### src/rtl/regfile_dump_ctrl_pkg.sv
//------------------------------------------------------------------------------
// Module   : regfile_dump_ctrl_pkg
// Brief    : Shared FSM state encoding and helpers for the register-file dumper.
// Revision : 1.0 - initial release
//------------------------------------------------------------------------------
`default_nettype none

package regfile_dump_ctrl_pkg;

   typedef enum logic [1:0] {
      ST_IDLE = 2'd0,
      ST_WAIT = 2'd1,
      ST_SEND = 2'd2,
      ST_DONE = 2'd3
   } state_t;

   // Index 0 is the hard-wired zero register when skipping is enabled.
   function automatic int unsigned first_index(input int unsigned skip_zero);
      return (skip_zero != 0) ? 32'd1 : 32'd0;
   endfunction

endpackage

`default_nettype wire

### src/rtl/regfile_dump_ctrl.sv
//------------------------------------------------------------------------------
// Module   : regfile_dump_ctrl
// Brief    : Walks the CPU register debug port and streams each value out as a
//            valid/ready beat (index, data, last), with abort and done handling.
// Revision : 1.0 - initial release
//------------------------------------------------------------------------------
`default_nettype none

module regfile_dump_ctrl
   import regfile_dump_ctrl_pkg::*;
#(
   parameter int NUM_REGS  = 32,
   parameter int SEL_W     = 5,
   parameter int DATA_W    = 32,
   parameter int READ_LAT  = 1,
   parameter int SKIP_ZERO = 1
) (
   input  logic              clk,
   input  logic              rstn,
   input  logic              start,
   input  logic              abort,
   output logic [SEL_W-1:0]  reg_sel,
   input  logic [DATA_W-1:0] reg_data,
   output logic              dout_valid,
   input  logic              dout_ready,
   output logic [DATA_W-1:0] dout_data,
   output logic [SEL_W-1:0]  dout_idx,
   output logic              dout_last,
   output logic              busy,
   output logic              done
);

   localparam int                LAT_W        = $clog2(READ_LAT + 1);
   localparam logic [SEL_W-1:0]  c_first      = SEL_W'(first_index(SKIP_ZERO));
   localparam logic [SEL_W-1:0]  c_last       = SEL_W'(NUM_REGS - 1);
   localparam logic [LAT_W-1:0]  c_lat_reload = LAT_W'(READ_LAT - 1);

   state_t             r_state;
   logic [LAT_W-1:0]   r_lat_cnt;
   logic               r_abort_pend;

   state_t             w_state_nxt;
   logic [LAT_W-1:0]   w_lat_nxt;
   logic               w_pend_nxt;
   logic [SEL_W-1:0]   w_sel_nxt;
   logic               w_valid_nxt;
   logic [DATA_W-1:0]  w_data_nxt;
   logic [SEL_W-1:0]   w_idx_nxt;
   logic               w_last_nxt;
   logic               w_busy_nxt;
   logic               w_done_nxt;

   always_ff @(posedge clk) begin
      if (!rstn) begin
         r_state      <= ST_IDLE;
         r_lat_cnt    <= '0;
         r_abort_pend <= 1'b0;
         reg_sel      <= '0;
         dout_valid   <= 1'b0;
         dout_data    <= '0;
         dout_idx     <= '0;
         dout_last    <= 1'b0;
         busy         <= 1'b0;
         done         <= 1'b0;
      end else begin
         r_state      <= w_state_nxt;
         r_lat_cnt    <= w_lat_nxt;
         r_abort_pend <= w_pend_nxt;
         reg_sel      <= w_sel_nxt;
         dout_valid   <= w_valid_nxt;
         dout_data    <= w_data_nxt;
         dout_idx     <= w_idx_nxt;
         dout_last    <= w_last_nxt;
         busy         <= w_busy_nxt;
         done         <= w_done_nxt;
      end
   end

   always_comb begin
      w_state_nxt = r_state;
      w_lat_nxt   = r_lat_cnt;
      w_pend_nxt  = r_abort_pend;
      w_sel_nxt   = reg_sel;
      w_valid_nxt = dout_valid;
      w_data_nxt  = dout_data;
      w_idx_nxt   = dout_idx;
      w_last_nxt  = dout_last;
      w_busy_nxt  = busy;
      w_done_nxt  = done;

      case (r_state)
         ST_IDLE: begin
            w_pend_nxt = 1'b0;
            if (abort) begin
               w_busy_nxt = 1'b0;
            end else if (start) begin
               w_sel_nxt   = c_first;
               w_busy_nxt  = 1'b1;
               w_lat_nxt   = c_lat_reload;
               w_state_nxt = ST_WAIT;
            end
         end

         ST_WAIT: begin
            if (abort) begin
               w_busy_nxt  = 1'b0;
               w_state_nxt = ST_IDLE;
            end else if (r_lat_cnt == '0) begin
               w_data_nxt  = reg_data;
               w_idx_nxt   = reg_sel;
               w_last_nxt  = (reg_sel == c_last);
               w_valid_nxt = 1'b1;
               w_state_nxt = ST_SEND;
            end else begin
               w_lat_nxt = r_lat_cnt - LAT_W'(1);
            end
         end

         ST_SEND: begin
            // An abort here is remembered so the offered beat is never withdrawn.
            w_pend_nxt = r_abort_pend | abort;
            if (dout_ready) begin
               w_valid_nxt = 1'b0;
               if (r_abort_pend || abort) begin
                  w_pend_nxt  = 1'b0;
                  w_busy_nxt  = 1'b0;
                  w_state_nxt = ST_IDLE;
               end else if (dout_last) begin
                  w_done_nxt  = 1'b1;
                  w_state_nxt = ST_DONE;
               end else begin
                  if (reg_sel < c_last) begin
                     w_sel_nxt = reg_sel + SEL_W'(1);
                  end
                  w_lat_nxt   = c_lat_reload;
                  w_state_nxt = ST_WAIT;
               end
            end
         end

         ST_DONE: begin
            w_done_nxt  = 1'b0;
            w_busy_nxt  = 1'b0;
            w_state_nxt = ST_IDLE;
         end

         default: begin
            w_state_nxt = ST_IDLE;
         end
      endcase
   end

endmodule

`default_nettype wire
### config.mk
export PLATFORM = sky130hd
export DESIGN_NAME = regfile_dump_ctrl
export DESIGN_NICKNAME = d
export VERILOG_FILES = /design/src/rtl/regfile_dump_ctrl_pkg.sv /design/src/rtl/regfile_dump_ctrl.sv
export SDC_FILE = /design/constraint.sdc
export NUM_CORES = 1
export LEC_CHECK = 0
export ABC_CLOCK_PERIOD_IN_PS = 2900
export CORE_MARGIN = 2
export CORE_UTILIZATION = 47
export CTS_BUF_LIST = sky130_fd_sc_hd__clkbuf_4 sky130_fd_sc_hd__clkbuf_8
export DETAILED_ROUTE_END_ITERATION = 8
export HOLD_SLACK_MARGIN = 0.08
export MAX_ROUTING_LAYER = met4
export PLACE_DENSITY = 0.94
export REMOVE_ABC_BUFFERS = 1
export SETUP_SLACK_MARGIN = 0.1
export SLEW_MARGIN = 20
export SYNTH_ARGS = -nofsm -noshare
export SYNTH_HDL_FRONTEND = slang
export SYNTH_SLANG_ARGS = --single-unit
### constraint.sdc
create_clock -name clk -period 2.9 [get_ports clk]
set_clock_uncertainty 0.05 [all_clocks]
set_input_delay 0.29 -clock clk [delete_from_list [all_inputs] [get_ports clk]]
set_output_delay 0.29 -clock clk [all_outputs]
set_load 0.01 [all_outputs]
# --- Yosys cells after proc, flatten, opt, wreduce, memory -nomap -nowiden ---
# Cells that the tools add are included.
op_classes:
  add_sub_neg: 2
  n_lt_le_gt_ge: 1
  eq_ne: 17
  reduce_logical: 13
  mux: 40
  n_bitwise: 3
op_table:
  columns: ["operator", "n"]
  rows:
  - ["$mux 5", 6]
  - ["$ne 2x2->1 const B", 11]
  - ["$mux 1", 20]
  - ["$reduce_and 4->1", 4]
  - ["$mux 2", 7]
  - ["$reduce_and 7->1", 2]
  - ["$pmux 5 s2", 1]
  - ["$pmux 2 s4", 1]
  - ["$ne 3x3->1 const B", 2]
  - ["$pmux 1 s2", 3]
  - ["$reduce_bool 2->1", 3]
  - ["$add 5x1->5 const B", 1]
  - ["$eq 5x5->1 const B", 1]
  - ["$lt 5x5->1 const B", 1]
  - ["$eq 2x2->1 const B", 2]
  - ["$pmux 1 s4", 1]
  - ["$pmux 1 s3", 1]
  - ["$reduce_and 3->1", 1]
  - ["$reduce_bool 3->1", 1]
  - ["$eq 2x1->1 const B", 1]
  - ["$logic_not 2->1", 1]
  - ["$not 1->1", 2]
  - ["$logic_or 1x1->1", 1]
  - ["$or 1x1->1", 1]
  - ["$sub 1x1->1 const B", 1]
word_totals:
  out_inout_bits: 46
  wordCells: 86
  ff_bits: 50

# --- Logic depth before layout (Yosys ltp) ---
logic_depth:
  word_depth: 6
  depth_mapped: 7
  ltp_nobuf: 6

# --- Worst setup path after synthesis ---
# OpenSTA, ideal clock, no wires.
synth_path:
  path_kind: "register to register"
  from: "register r_state[0]"
  to: "register reg_sel[2]"
  setup_slack_ps: 1173
  stages_incl_launch_ff: 7
  arrival_ps: 1555
  cell_sequence: "dfxtp_1 -> inv_1 -> ha_1 -> and2b_1 -> a21oi_2 -> nand3_1 -> a311o_1"
synth_via:
  elab_chain_cells: 3
synth_lines:
  columns: ["element", "line_no", "rtl"]
  rows:
  - ["start: declaration", "regfile_dump_ctrl.sv:38", "state_t r_state;"]
  - ["start signal: assignment", "regfile_dump_ctrl.sv:66", "r_state <= w_state_nxt;"]
  - ["$eq 2x2->1 or $logic_not 2->1 (tied branches)", "regfile_dump_ctrl.sv:91", "case (r_state)"]
  - ["$ne 2x2->1 (no source line) or $reduce_bool 2->1 (tied branches)", null, null]
  - ["$reduce_and 7->1 (no source line)", null, null]
  - ["end signal: assignment", "regfile_dump_ctrl.sv:69", "reg_sel <= w_sel_nxt;"]
  - ["end: declaration", "regfile_dump_ctrl.sv:22", "output logic [SEL_W-1:0] reg_sel,"]
# Parallel ways exist; a longest one is shown, timed or not.
# A chain may end at the register's enable or synchronous reset.

# --- Worst setup path after layout ---
# Ends and elaborated chain as after synthesis.

==> results.cfg <==
[grt]
use_met1 = 0.256
grt_remaining_overflow = 0
use_met2 = 0.349
antenna_found_initial = 0
grt_pass1_wl_um = 8260
grt_max_degree = 46
grt_util_all_layers = 0.215
gr-max-usage-layer = met2
grt_pass1_vias = 1795
grtUsageMet3 = 0.0465

[setup_path]
end_kind = register
r2r_start = r_state[0]
startpoint = r_state[0]
path_cells = inv_1, ha_1, and2b_1, a21oi_2, nand3_1, a311o_1
crit_type = register to register
slowest_stage = dfxtp_1
critPathMaxStageDelay_ns = 0.37
cp_data_arrival_time_ns = 2.09
crit_fanout = 7
critPathRequiredTime_ns = 3.04
worstRegToRegCells = 6
reg2reg_slack_ns = 0.95
start_kind = register
r2r-end = reg_sel[2]

[die]
die_h_um = 69.6
start_util = 0.498
dieArea_mm2 = 0.00484
row_count = 23
io_pins = 83
die_w_um = 69.6
core_area_mm2 = 0.00406

[route]
drc = 0
drt_iter0_drc = 139
via_count = 1968
ant_nets = 0
drt-total-wl_um = 4970
vias_per_cell = 5.22
drt-pass1-iter-count = 4
wl_per_cell_um = 13.2

[place]
numPortBuffers = 82
routabilityCongestion = 0.893
dp_hpwl_um = 3570
place_ws_ns = 0.867

[synthesis]
ys_async_sr_fraction = 0
synth-xor-area-share = 0
yosys.area_share.simple = 0.234
synthCells = 250
synth_compound_area_frac = 0.186
ys_warn_count = 0
syn-cell-area_mm2 = 0.00202
synth_fa_ha_area_frac = 0.0434
synth.distinct_cells = 34
ys.flop_type = dfxtp_1
seq_area_frac_synth = 0.486
synth-edff-count = 0
ys_ff_latch = 49
yosys-top-cells-area = dfxtp_1 (49%), nand2_1 (16%), a21oi_1 (12%)
avgSynthCellArea_um2 = 8.08
yosys-mux-area-fraction = 0.00496
yosysTopAreaCell = dfxtp_1
synth_top_area_frac = 0.486
synth_top_family_by_area = simple AND/OR/NAND/NOR gates

[hold_path]
hold_path_end = dout_data[0]
hold_path_class = register to register
min_path_cells = 2
worstHoldStart = dout_data[0]

[timing]
period_needed_ns = 1.95
clock.fmax_mhz = 514
min_period_over_period = 0.672
setup-violations-final = 0
relSlewSlack = 0.506
worstMarginPinSlew_ns = 0.740
hold_violations = 0
slew_violations = 0
fin_tns_setup_ns = 0
worst_slack_ns = 0.953
whs_ns = 0.404
grt_setup_unrepaired = false

[clock_network]
cts.clk_slew.worst_paths_ns = 0.08
cts_root_buffer = clkbuf_8
cts_resized = 0
cts_buffer_depth = 2
clk_latency_ns = 0.29
h-tree-depth = 2
clock_sinks = 49
cts_tree = yes
post-cts-setup-buffer-count = 0
cts_hold_buffers = 0
numCtsBuffers = 5

[flow_run]
drv_cap = 0

[final_layout]
fin_nets = 371
diodes = 0
area_delta_synth_final_pct = 46.2
layout_common_cells = nand2_1 (85), clkdlybuf4s50_1 (82), dfxtp_1 (49), a21oi_1 (47), ha_1 (7)
layout-drive-gt1-share = 0.0612
layout_commonest_cell = nand2_1

[status]
status = completed

[pwr]
power.density_mw_per_mm2 = 497
power.total_uw = 1470
irDropWorstVdd_mv = 0.341
leakage_uw = 0.00104
[routing by layer]
| layer | share of wire | up-vias |
|---|---|---|
| met1 | 0.43 | 888 |
| met5 | 0 | - |
| met2 | 0.49 | 79 |
| met3 | 0.061 | 14 |
| li1 | - | 987 |
| met4 | 0.025 | 0 |
[worst max-delay path: cells and delay by family, from the launching register on]
kind                     cells  cell delay [ns]
AO/OA/AOI/OAI                2             0.60
AND/OR/NAND/NOR              2             0.43
flip-flops                   1             0.37
adder cells (fa/ha/maj)      1             0.29
buffers and inverters        1             0.10
[registers in the layout (all words and copies together), names as in the netlist]
| register | cells |
|---|---|
| dout_data | 32 |
| dout_idx | 5 |
| reg_sel | 5 |
| r_state | 2 |
| busy | 1 |
| done | 1 |
| dout_last | 1 |
| dout_valid | 1 |
| r_abort_pend | 1 |
[cell usage after synthesis (2+ instances only)]
master and instances:
buf_2 7, nor2_1 4, nand3_1 2, a311oi_1 2
nor3_1 3, a21oi_1 47, a211oi_1 5, o21ai_0 5
ha_1 7, dfxtp_1 49, inv_1 4, nand2_1 85
and3_1 2, clkbuf_1 8
[per-stage QoR]
step / instance area (µm²) / utilization / cells
after global placement: 2860 / 0.706 / 370
after global routing: 2950 / 0.728 / 377
after CTS: 2950 / 0.728 / 377
after detailed placement: 2860 / 0.706 / 370
final: 2950 / 0.728 / 377
after floorplan: 1950 / - / 234
[worst max path at each step]
| stage | endpoint | cells after the start |
|---|---|---|
| 5_1_grt | reg_sel[2] | 6 |
| 4_1_cts | reg_sel[2] | 6 |
| 2_1_floorplan | busy | 6 |
| 3_5_place_dp | reg_sel[2] | 5 |
| 6_report | reg_sel[2] | 6 |
| 3_3_place_gp | reg_sel[2] | 5 |
[final cells by class]
cell class | count | area (µm²)
Clock buffer | 7 | 90.1
Fill cell | 335 | 1100
Inverter | 5 | 18.8
Multi-Input combinational cell | 180 | 950
Sequential cell | 49 | 981
Tap cell | 50 | 62.6
Timing Repair Buffer | 86 | 851
[power by group]
| group | internal, µW | switching (µW) |
|---|---|---|
| clock network | 199 | 205 |
| logic | 170 | 153 |
| registers | 713 | 28.0 |
| total | 1080 | 386 |
[cells by family after synthesis]
family	count (synthesis)
AOI/OAI and AO/OA	65
adders and majority gates	7
buffers and inverters	21
DFF	49
muxes	1
and+or+nand+nor	107
(Power assumes the default switching activity.)
